$ cat config.mk
export PLATFORM = sky130hd
export DESIGN_NAME = word_bank_splitter_flat
export DESIGN_NICKNAME = d
export VERILOG_FILES = /design/src/rtl/word_bank_splitter_pkg.sv /design/src/rtl/word_bank_splitter_if.sv /design/src/rtl/word_bank_splitter_bank_regfile.sv /design/src/rtl/word_bank_splitter.sv /design/src/flat_wrapper.sv
export SDC_FILE = /design/constraint.sdc
export NUM_CORES = 2
export LEC_CHECK = 0
export CORE_AREA = 2 2 417 419
export CTS_CLUSTER_DIAMETER = 100
export CTS_CLUSTER_SIZE = 16
export DETAILED_ROUTE_END_ITERATION = 10
export DIE_AREA = 0 0 419 421
export GPL_TIMING_DRIVEN = 0
export PLACE_DENSITY = 0.42
export SYNTH_ARGS = -nofsm -noshare
export SYNTH_HDL_FRONTEND = slang
export SYNTH_SLANG_ARGS = --single-unit
$ cat constraint.sdc
create_clock -name clk -period 91.6 [get_ports clk]
set_input_delay 18.32 -clock clk [delete_from_list [all_inputs] [get_ports clk]]
set_output_delay 18.32 -clock clk [all_outputs]
set_load 0.03 [all_outputs]
$ cat src/rtl/word_bank_splitter_pkg.sv
// Shared definitions for the word bank splitter: FSM encoding, bank-select
// constants and default geometry.
package word_bank_splitter_pkg;

    localparam int DEFAULT_WIDTH = 32;
    localparam int DEFAULT_WORDS = 16;

    localparam logic F32_BANK = 1'b0;
    localparam logic S32_BANK = 1'b1;

    typedef enum logic [1:0] {
        IDLE = 2'd0,
        LOAD = 2'd1,
        DONE = 2'd2
    } state_t;

endpackage

$ cat src/rtl/word_bank_splitter_if.sv
// Serial word input bus with bank select.
// Handshake: a word transfers on a rising clk edge where in_valid = 1 and
// in_ready = 1; the producer keeps in_data/in_valid stable until that edge,
// and in_ready depends only on the consumer's state, never on in_valid.
interface word_bank_splitter_if
    import word_bank_splitter_pkg::*;
#(
    parameter int WIDTH = DEFAULT_WIDTH
) ();

    logic             sel;
    logic             in_valid;
    logic [WIDTH-1:0] in_data;
    logic             in_ready;

    modport master (
        output sel,
        output in_valid,
        output in_data,
        input  in_ready
    );

    modport slave (
        input  sel,
        input  in_valid,
        input  in_data,
        output in_ready
    );

endinterface

$ cat src/rtl/word_bank_splitter_bank_regfile.sv
// One bank: WORDS x WIDTH register array with a single indexed write port
// and the whole array exposed as a flat vector (word k at [k*WIDTH +: WIDTH]).
module bank_regfile
    import word_bank_splitter_pkg::*;
#(
    parameter int WIDTH = DEFAULT_WIDTH,
    parameter int WORDS = DEFAULT_WORDS,
    parameter int IW    = $clog2(WORDS)
) (
    input  logic                   clk,
    input  logic                   rst,
    input  logic                   we,
    input  logic [IW-1:0]          idx,
    input  logic [WIDTH-1:0]       wdata,
    output logic [WIDTH*WORDS-1:0] bank
);

    logic [WORDS-1:0][WIDTH-1:0] mem;

    assign bank = mem;

    // Write only the addressed word; every other word holds its contents.
    always_ff @(posedge clk or posedge rst) begin
        if (rst) begin
            mem <= '0;
        end else if (we) begin
            mem[idx] <= wdata;
        end
    end

endmodule

$ cat src/rtl/word_bank_splitter.sv
// Collects a burst of WORDS serial words into one of two banks (f32 / s32),
// chosen by sel at the first word of the burst. A one-cycle DONE state
// closes each burst with a done pulse and sets the bank's sticky full flag.
module word_bank_splitter
    import word_bank_splitter_pkg::*;
#(
    parameter int WIDTH = DEFAULT_WIDTH,
    parameter int WORDS = DEFAULT_WORDS
) (
    input  logic                   clk,
    input  logic                   rst,
    word_bank_splitter_if.slave    bus,
    output logic [WIDTH*WORDS-1:0] f32_bank,
    output logic [WIDTH*WORDS-1:0] s32_bank,
    output logic                   f32_full,
    output logic                   s32_full,
    output logic                   done,
    output logic                   done_bank,
    output state_t                 state
);

    localparam int CW = $clog2(WORDS);
    localparam logic [CW-1:0] LAST = CW'(WORDS - 1);

    state_t        state_q;
    logic [CW-1:0] count;
    logic          bank_q;

    logic          accept;
    logic          wr_bank;
    logic [CW-1:0] wr_idx;
    logic          f32_we;
    logic          s32_we;

    // Ready is withheld only in DONE and while reset is held.
    assign bus.in_ready = !rst && (state_q != DONE);
    assign accept       = bus.in_valid && bus.in_ready;
    assign state        = state_q;

    // The first word of a burst is steered by the live sel; later words by
    // the latched bank so sel changes mid-burst have no effect.
    assign wr_bank = (state_q == IDLE) ? bus.sel : bank_q;
    assign wr_idx  = (state_q == IDLE) ? '0 : count;
    assign f32_we  = accept && (wr_bank == F32_BANK);
    assign s32_we  = accept && (wr_bank == S32_BANK);

    // Burst sequencing, done pulse and sticky full flags.
    always_ff @(posedge clk or posedge rst) begin
        if (rst) begin
            state_q   <= IDLE;
            count     <= '0;
            bank_q    <= F32_BANK;
            done      <= 1'b0;
            done_bank <= 1'b0;
            f32_full  <= 1'b0;
            s32_full  <= 1'b0;
        end else begin
            done <= 1'b0;
            case (state_q)
                IDLE: begin
                    if (accept) begin
                        bank_q  <= bus.sel;
                        count   <= CW'(1);
                        state_q <= LOAD;
                    end
                end
                LOAD: begin
                    if (accept) begin
                        count <= count + CW'(1);
                        if (count == LAST) begin
                            state_q   <= DONE;
                            done      <= 1'b1;
                            done_bank <= bank_q;
                            if (bank_q == F32_BANK) begin
                                f32_full <= 1'b1;
                            end else begin
                                s32_full <= 1'b1;
                            end
                        end
                    end
                end
                DONE: begin
                    state_q <= IDLE;
                end
                default: begin
                    state_q <= IDLE;
                end
            endcase
        end
    end

    bank_regfile #(.WIDTH(WIDTH), .WORDS(WORDS), .IW(CW)) u_f32_bank (
        .clk   (clk),
        .rst   (rst),
        .we    (f32_we),
        .idx   (wr_idx),
        .wdata (bus.in_data),
        .bank  (f32_bank)
    );

    bank_regfile #(.WIDTH(WIDTH), .WORDS(WORDS), .IW(CW)) u_s32_bank (
        .clk   (clk),
        .rst   (rst),
        .we    (s32_we),
        .idx   (wr_idx),
        .wdata (bus.in_data),
        .bank  (s32_bank)
    );

endmodule

$ cat src/flat_wrapper.sv
// flat-port wrapper written by rule: the top's interface ports become plain ports
module word_bank_splitter_flat import word_bank_splitter_pkg::*;
#(
    parameter int WIDTH = DEFAULT_WIDTH,
    parameter int WORDS = DEFAULT_WORDS
)
  (clk, rst, f32_bank, s32_bank, f32_full, s32_full, done, done_bank, state, bus_sel, bus_in_valid, bus_in_data, bus_in_ready);
  word_bank_splitter_if #(.WIDTH(WIDTH)) bus_i ();
  input  logic clk;
  input  logic rst;
  output logic [WIDTH*WORDS-1:0] f32_bank;
  output logic [WIDTH*WORDS-1:0] s32_bank;
  output logic f32_full;
  output logic s32_full;
  output logic done;
  output logic done_bank;
  output state_t state;
  input wire logic [$bits(bus_i.sel)-1:0] bus_sel;
  input wire logic [$bits(bus_i.in_valid)-1:0] bus_in_valid;
  input wire logic [$bits(bus_i.in_data)-1:0] bus_in_data;
  output wire logic [$bits(bus_i.in_ready)-1:0] bus_in_ready;
  assign bus_i.sel = bus_sel;
  assign bus_i.in_valid = bus_in_valid;
  assign bus_i.in_data = bus_in_data;
  assign bus_in_ready = bus_i.in_ready;
  word_bank_splitter #(.WIDTH(WIDTH), .WORDS(WORDS)) u_core (.clk(clk), .rst(rst), .bus(bus_i), .f32_bank(f32_bank), .s32_bank(s32_bank), .f32_full(f32_full), .s32_full(s32_full), .done(done), .done_bank(done_bank), .state(state));
endmodule
==> summary by stage <==
CTS
Clock tree synthesis selected as its root buffer the cell sky130_fd_sc_hd__clkbuf_16. The total number of H-tree levels is 3. The number of gates resized after CTS was 0.

The clock latency on the worst-skew pair is 0.69 ns. Counting along the longest clock path gives a buffer depth of 3. The clock buffer count from CTS is 78. TritonCTS built the clock tree. The count of buffers added by post-CTS timing repair for setup is 0. The number of hold buffers added after CTS was 0. The clock net in this run drives a total of 1035 sinks.

After clock tree synthesis, the clock-pin slew on the worst setup and hold paths is 0.08 ns.

Timing
The smallest clock period supported by the final layout is computed as 38.37 ns. The tightest slew margin relative to the limit is 0.0783. For the pin with the worst max-slew slack, the measured transition is 1.38 ns. In the final timing run, aggregate negative setup slack is 0 ns. The final number of max-transition violations is 0. The worst-case clock skew is 0.0376 ns.

The share of the cycle needed by the critical path after routing is 0.419. The final hold violation count is 0. Setup repair after global routing left no endpoint under its margin. The upper clock frequency limit is 0.0261 GHz.

Setup violations remaining at the end of the flow were counted as 0.

Die
The die height is 421 µm. The initial utilization of the core area, before any placement, comes to 0.229. The row count is 153. In this run the horizontal extent of the chip is 419 µm. The total die area is 0.176 mm². The total area inside the core boundary comes to 0.172 mm². During I/O placement, the number of pins put on the boundary was 1067.

Outcome
The flow ran to the end, and the final reports show no timing, DRC or antenna violations.

Power and ir drop
The static leakage is 0.0252 µW. For this design the ratio of total power to cell area is 36.4 mW/mm². The maximum VDD drop is 16.4 µV.

Synth
The library cell occupying the most area in the post-synthesis netlist is sky130_fd_sc_hd__dfrtp_1. The share of synthesized area spent on multiplexers is 0.285. The yosys synthesis warning count is 0. The synthesized area per cell is 16.5 µm². The adder and majority cell fraction of the synthesized area is 0.000316.

The most used flip-flop cell after synthesis is sky130_fd_sc_hd__dfrtp_1. The area share of the largest cell type after synthesis is 0.655. Synthesis handed over a netlist of 2402 instances. Yosys attributes the largest share of cell area to sky130_fd_sc_hd__dfrtp_1 (65%), sky130_fd_sc_hd__mux2_2 (23%), sky130_fd_sc_hd__mux2_4 (4.6%), sky130_fd_sc_hd__o2bb2ai_1 (1.4%), sky130_fd_sc_hd__clkbuf_1 (1.1%). Of the total synthesized cell area, the portion taken by XOR and XNOR cells is 0. The synthesized netlist contains 39 unique library cells.

The number of enable flip-flop cells after synthesis is 0. The fraction of the mapped netlist area in compound gates is 0.0166. The number of nets handed over by synthesis was 2439.

The number of storage elements in the synthesis netlist is 1035. The post-synthesis sequential area ratio is 0.655. Counting flops with an async set or reset pin after synthesis yields a share of 1.00. Of the total synthesized cell area, the portion taken by AND, OR, NAND and NOR gates is 0.0131. Summing every instance area after synthesis gives 0.0396 mm². By area, the combinational part of the netlist is dominated by multiplexers.

Global route
For this run, the total global-route usage over all layers was measured as 0.197. The first global-routing pass estimated 240000 µm of wire. The initial antenna violation count was 6. The number of global-route vias before repair is 25900.

The largest net degree at the start of global routing is 116. The residual overflow from global routing is 0.

Worst hold path
The class of the most critical hold timing path is reg -> reg. The startpoint identified for the worst hold timing path is u_core.s32_full$_DFFE_PP0P_.

Finish
The growth of design area from synthesis to finish is 41.0%. The fraction of the core area covered by cells at the end of the flow is 0.323. In the final layout, the share of cells above drive strength 1 is 0.328.

Summing all multi-input logic gate instances after layout gives 0.0125 mm². The sequential cell area is 0.0259 mm². The non-filler instance count after layout is 5914. The count of nets after finishing is 3602. Fill cells in the final layout number 17300.

Critical path
The worst setup path category is in -> out. For this run, the slowest stage of the critical path takes 0.80 ns. The startpoint identified for the worst register-to-register timing path is u_core.state[0]$_DFFE_PP0P_.

Together, buffers and inverters on the worst path number 2. The top cell family by delay on the critical path is buffers and inverters. The critical path endpoint category is an output pin. Walking the worst path, the cells encountered are clkdlybuf4s50_1 > a21oi_1 > clkdlybuf4s50_1.

The required arrival time at the worst endpoint is 73.28 ns. For the worst setup path, the data arrival time is 20.05 ns. In this run the worst setup path begins at rst. The kind of start point of the critical path is an input pin.

The most frequent cell on the critical path is sky130_fd_sc_hd__clkdlybuf4s50_1. The slowest stage cell on the critical path is sky130_fd_sc_hd__clkdlybuf4s50_1. In this run the worst path has a maximum fanout of 7.

Route
The remaining number of nets flagged by the antenna check after routing is 0. After detailed routing, the total wire length is 177000 µm. The remaining routing DRC violations is 0. Dividing the detail-routed via count by the number of cells gives 4.25. The routed wirelength normalized by instance count is 30.0 µm. The detailed-router iteration count before antenna repair is 5.

The total number of vias is 25100. The number of DRC markers in iteration 0 is 1301.

Job
The reported max-cap violation count is 0.

Place
The instance count after placement with tap cells included is 5810. The HPWL reported at the end of detailed placement is 135000 µm. The congestion estimate from routability-driven global placement came to 0.815. The count of buffers added on input and output ports is 1066.
==> cell usage in the layout, fill, tap and decap left out, types with 3 or more instances in the layout <==
cell / count
sky130_fd_sc_hd__clkbuf_1: 111
sky130_fd_sc_hd__nor2_2: 8
sky130_fd_sc_hd__diode_2: 9
sky130_fd_sc_hd__clkbuf_2: 4
sky130_fd_sc_hd__nand2b_1: 4
sky130_fd_sc_hd__nor2b_1: 4
sky130_fd_sc_hd__nand3_1: 9
sky130_fd_sc_hd__clkbuf_16: 81
sky130_fd_sc_hd__nand2_1: 44
sky130_fd_sc_hd__buf_16: 10
sky130_fd_sc_hd__inv_6: 4
sky130_fd_sc_hd__or2_1: 4
sky130_fd_sc_hd__mux2_4: 120
sky130_fd_sc_hd__buf_4: 45
sky130_fd_sc_hd__buf_2: 40
sky130_fd_sc_hd__buf_8: 3
sky130_fd_sc_hd__nor2_1: 13
sky130_fd_sc_hd__mux2_1: 19
sky130_fd_sc_hd__buf_6: 22
sky130_fd_sc_hd__o211ai_1: 3
sky130_fd_sc_hd__dfrtp_1: 1035
sky130_fd_sc_hd__nor3_2: 4
sky130_fd_sc_hd__nor3b_1: 4
sky130_fd_sc_hd__mux2_2: 822
sky130_fd_sc_hd__o2bb2ai_1: 64
sky130_fd_sc_hd__clkdlybuf4s50_1: 1066
==> cells by family (layout without fill, tap and decap cells) <==
logic type | count (synthesis) | after routing
and+or+nand+nor | 107 | 107
adders and majority gates | 1 | 1
AOI/OAI and AO/OA | 77 | 77
DFF | 1035 | 1035
buffers and inverters | 220 | 1398
other | 0 | 9
muxes | 962 | 962
==> power breakdown <==
group	leakage [µW]	switching (µW)	internal (µW)
Clock	0.00108	183	161
Combinational	0.0103	573	406
Sequential	0.0138	87.3	619
==> sequential cells by signal (all words and copies together), names as in the netlist <==
name / count
u_core.done: 1
u_core.state: 2
u_core.f32_full: 1
u_core.u_f32_bank.bank: 512
u_core.s32_full: 1
u_core.done_bank: 1
u_core.count: 4
u_core.u_s32_bank.bank: 512
u_core.bank_q: 1
==> worst register-to-register path, delay by kind of cell, from the launching register on <==
kind,cells,cell delay [ns]
buffers and inverters,3,1.03
multiplexers,1,0.43
flip-flops,1,0.36
AND/OR/NAND/NOR,3,1.27
==> routing by layer <==
metal / share of wire / track usage / wire length, µm / vias to the layer above
met1: 0.39 / 0.231 / 69500 / 13700
met3: 0.051 / 0.0421 / 9060 / 158
met2: 0.53 / 0.358 / 93500 / 624
met5: 0 / 0 / 0 / -
li1: - / - / - / 10700
met4: 0.030 / 0.0591 / 5310 / 0
==> synthesized netlist by cell type, drive strengths merged, types with 2 or more instances <==
library cell,instances
dfrtp,1035
mux2,961
clkbuf,114
buf,103
o2bb2ai,64
nand2,44
nor2,21
nand3,9
nor3,5
nand2b,4
nor2b,4
nor3b,4
or2,4
inv,3
o211ai,3
o22ai,3
a21o,2
a21oi,2
and2,2
or3b,2
or4,2
==> final timing paths <==
check | to | slack (ns) | cells past startpoint
worst max register to register | u_core.u_s32_bank.bank[80]$_DFFE_PP0P_ | 88.39 | 7
worst min-delay path | u_core.s32_full$_DFFE_PP0P_ | 0.47 | 1
worst max-delay path | bus_in_ready | 53.23 | 3
max in group asynchronous | u_core.u_f32_bank.bank[97]$_DFFE_PP0P_ | 70.30 | 7
worst min register to register | u_core.s32_full$_DFFE_PP0P_ | 0.47 | 1
min in group asynchronous | u_core.u_f32_bank.bank[157]$_DFFE_PP0P_ | 18.33 | 2
==> layout make-up <==
type                    instances  area share
repair buffers               1083       0.198
flip-flops and latches       1035       0.464
diodes                          9    0.000404
inverters                       3    0.000337
multi-input cells            1147       0.224
well taps                    2325      0.0522
clock inverters                13     0.00312
plain buffers                 217      0.0211
clock buffers                  82      0.0364
==> through the flow <==
| step | cell area [µm²] | hold slack [ns] | power [µW] | worst slack (ns) |
|---|---|---|---|---|
| 2_1_floorplan | 39600 | 0.559 | 1220 | 44.15 |
| 3_3_place_gp | 53100 | 0.445 | 1710 | 27.29 |
| 3_5_place_dp | 53500 | 0.448 | 1710 | 53.22 |
| 4_1_cts | 55700 | 0.470 | 2060 | 53.21 |
| 5_1_grt | 55700 | 0.492 | 2110 | 53.19 |
| 6_report | 55800 | 0.468 | 2030 | 53.23 |
No activity file was read; power rests on OpenSTA's default activity.
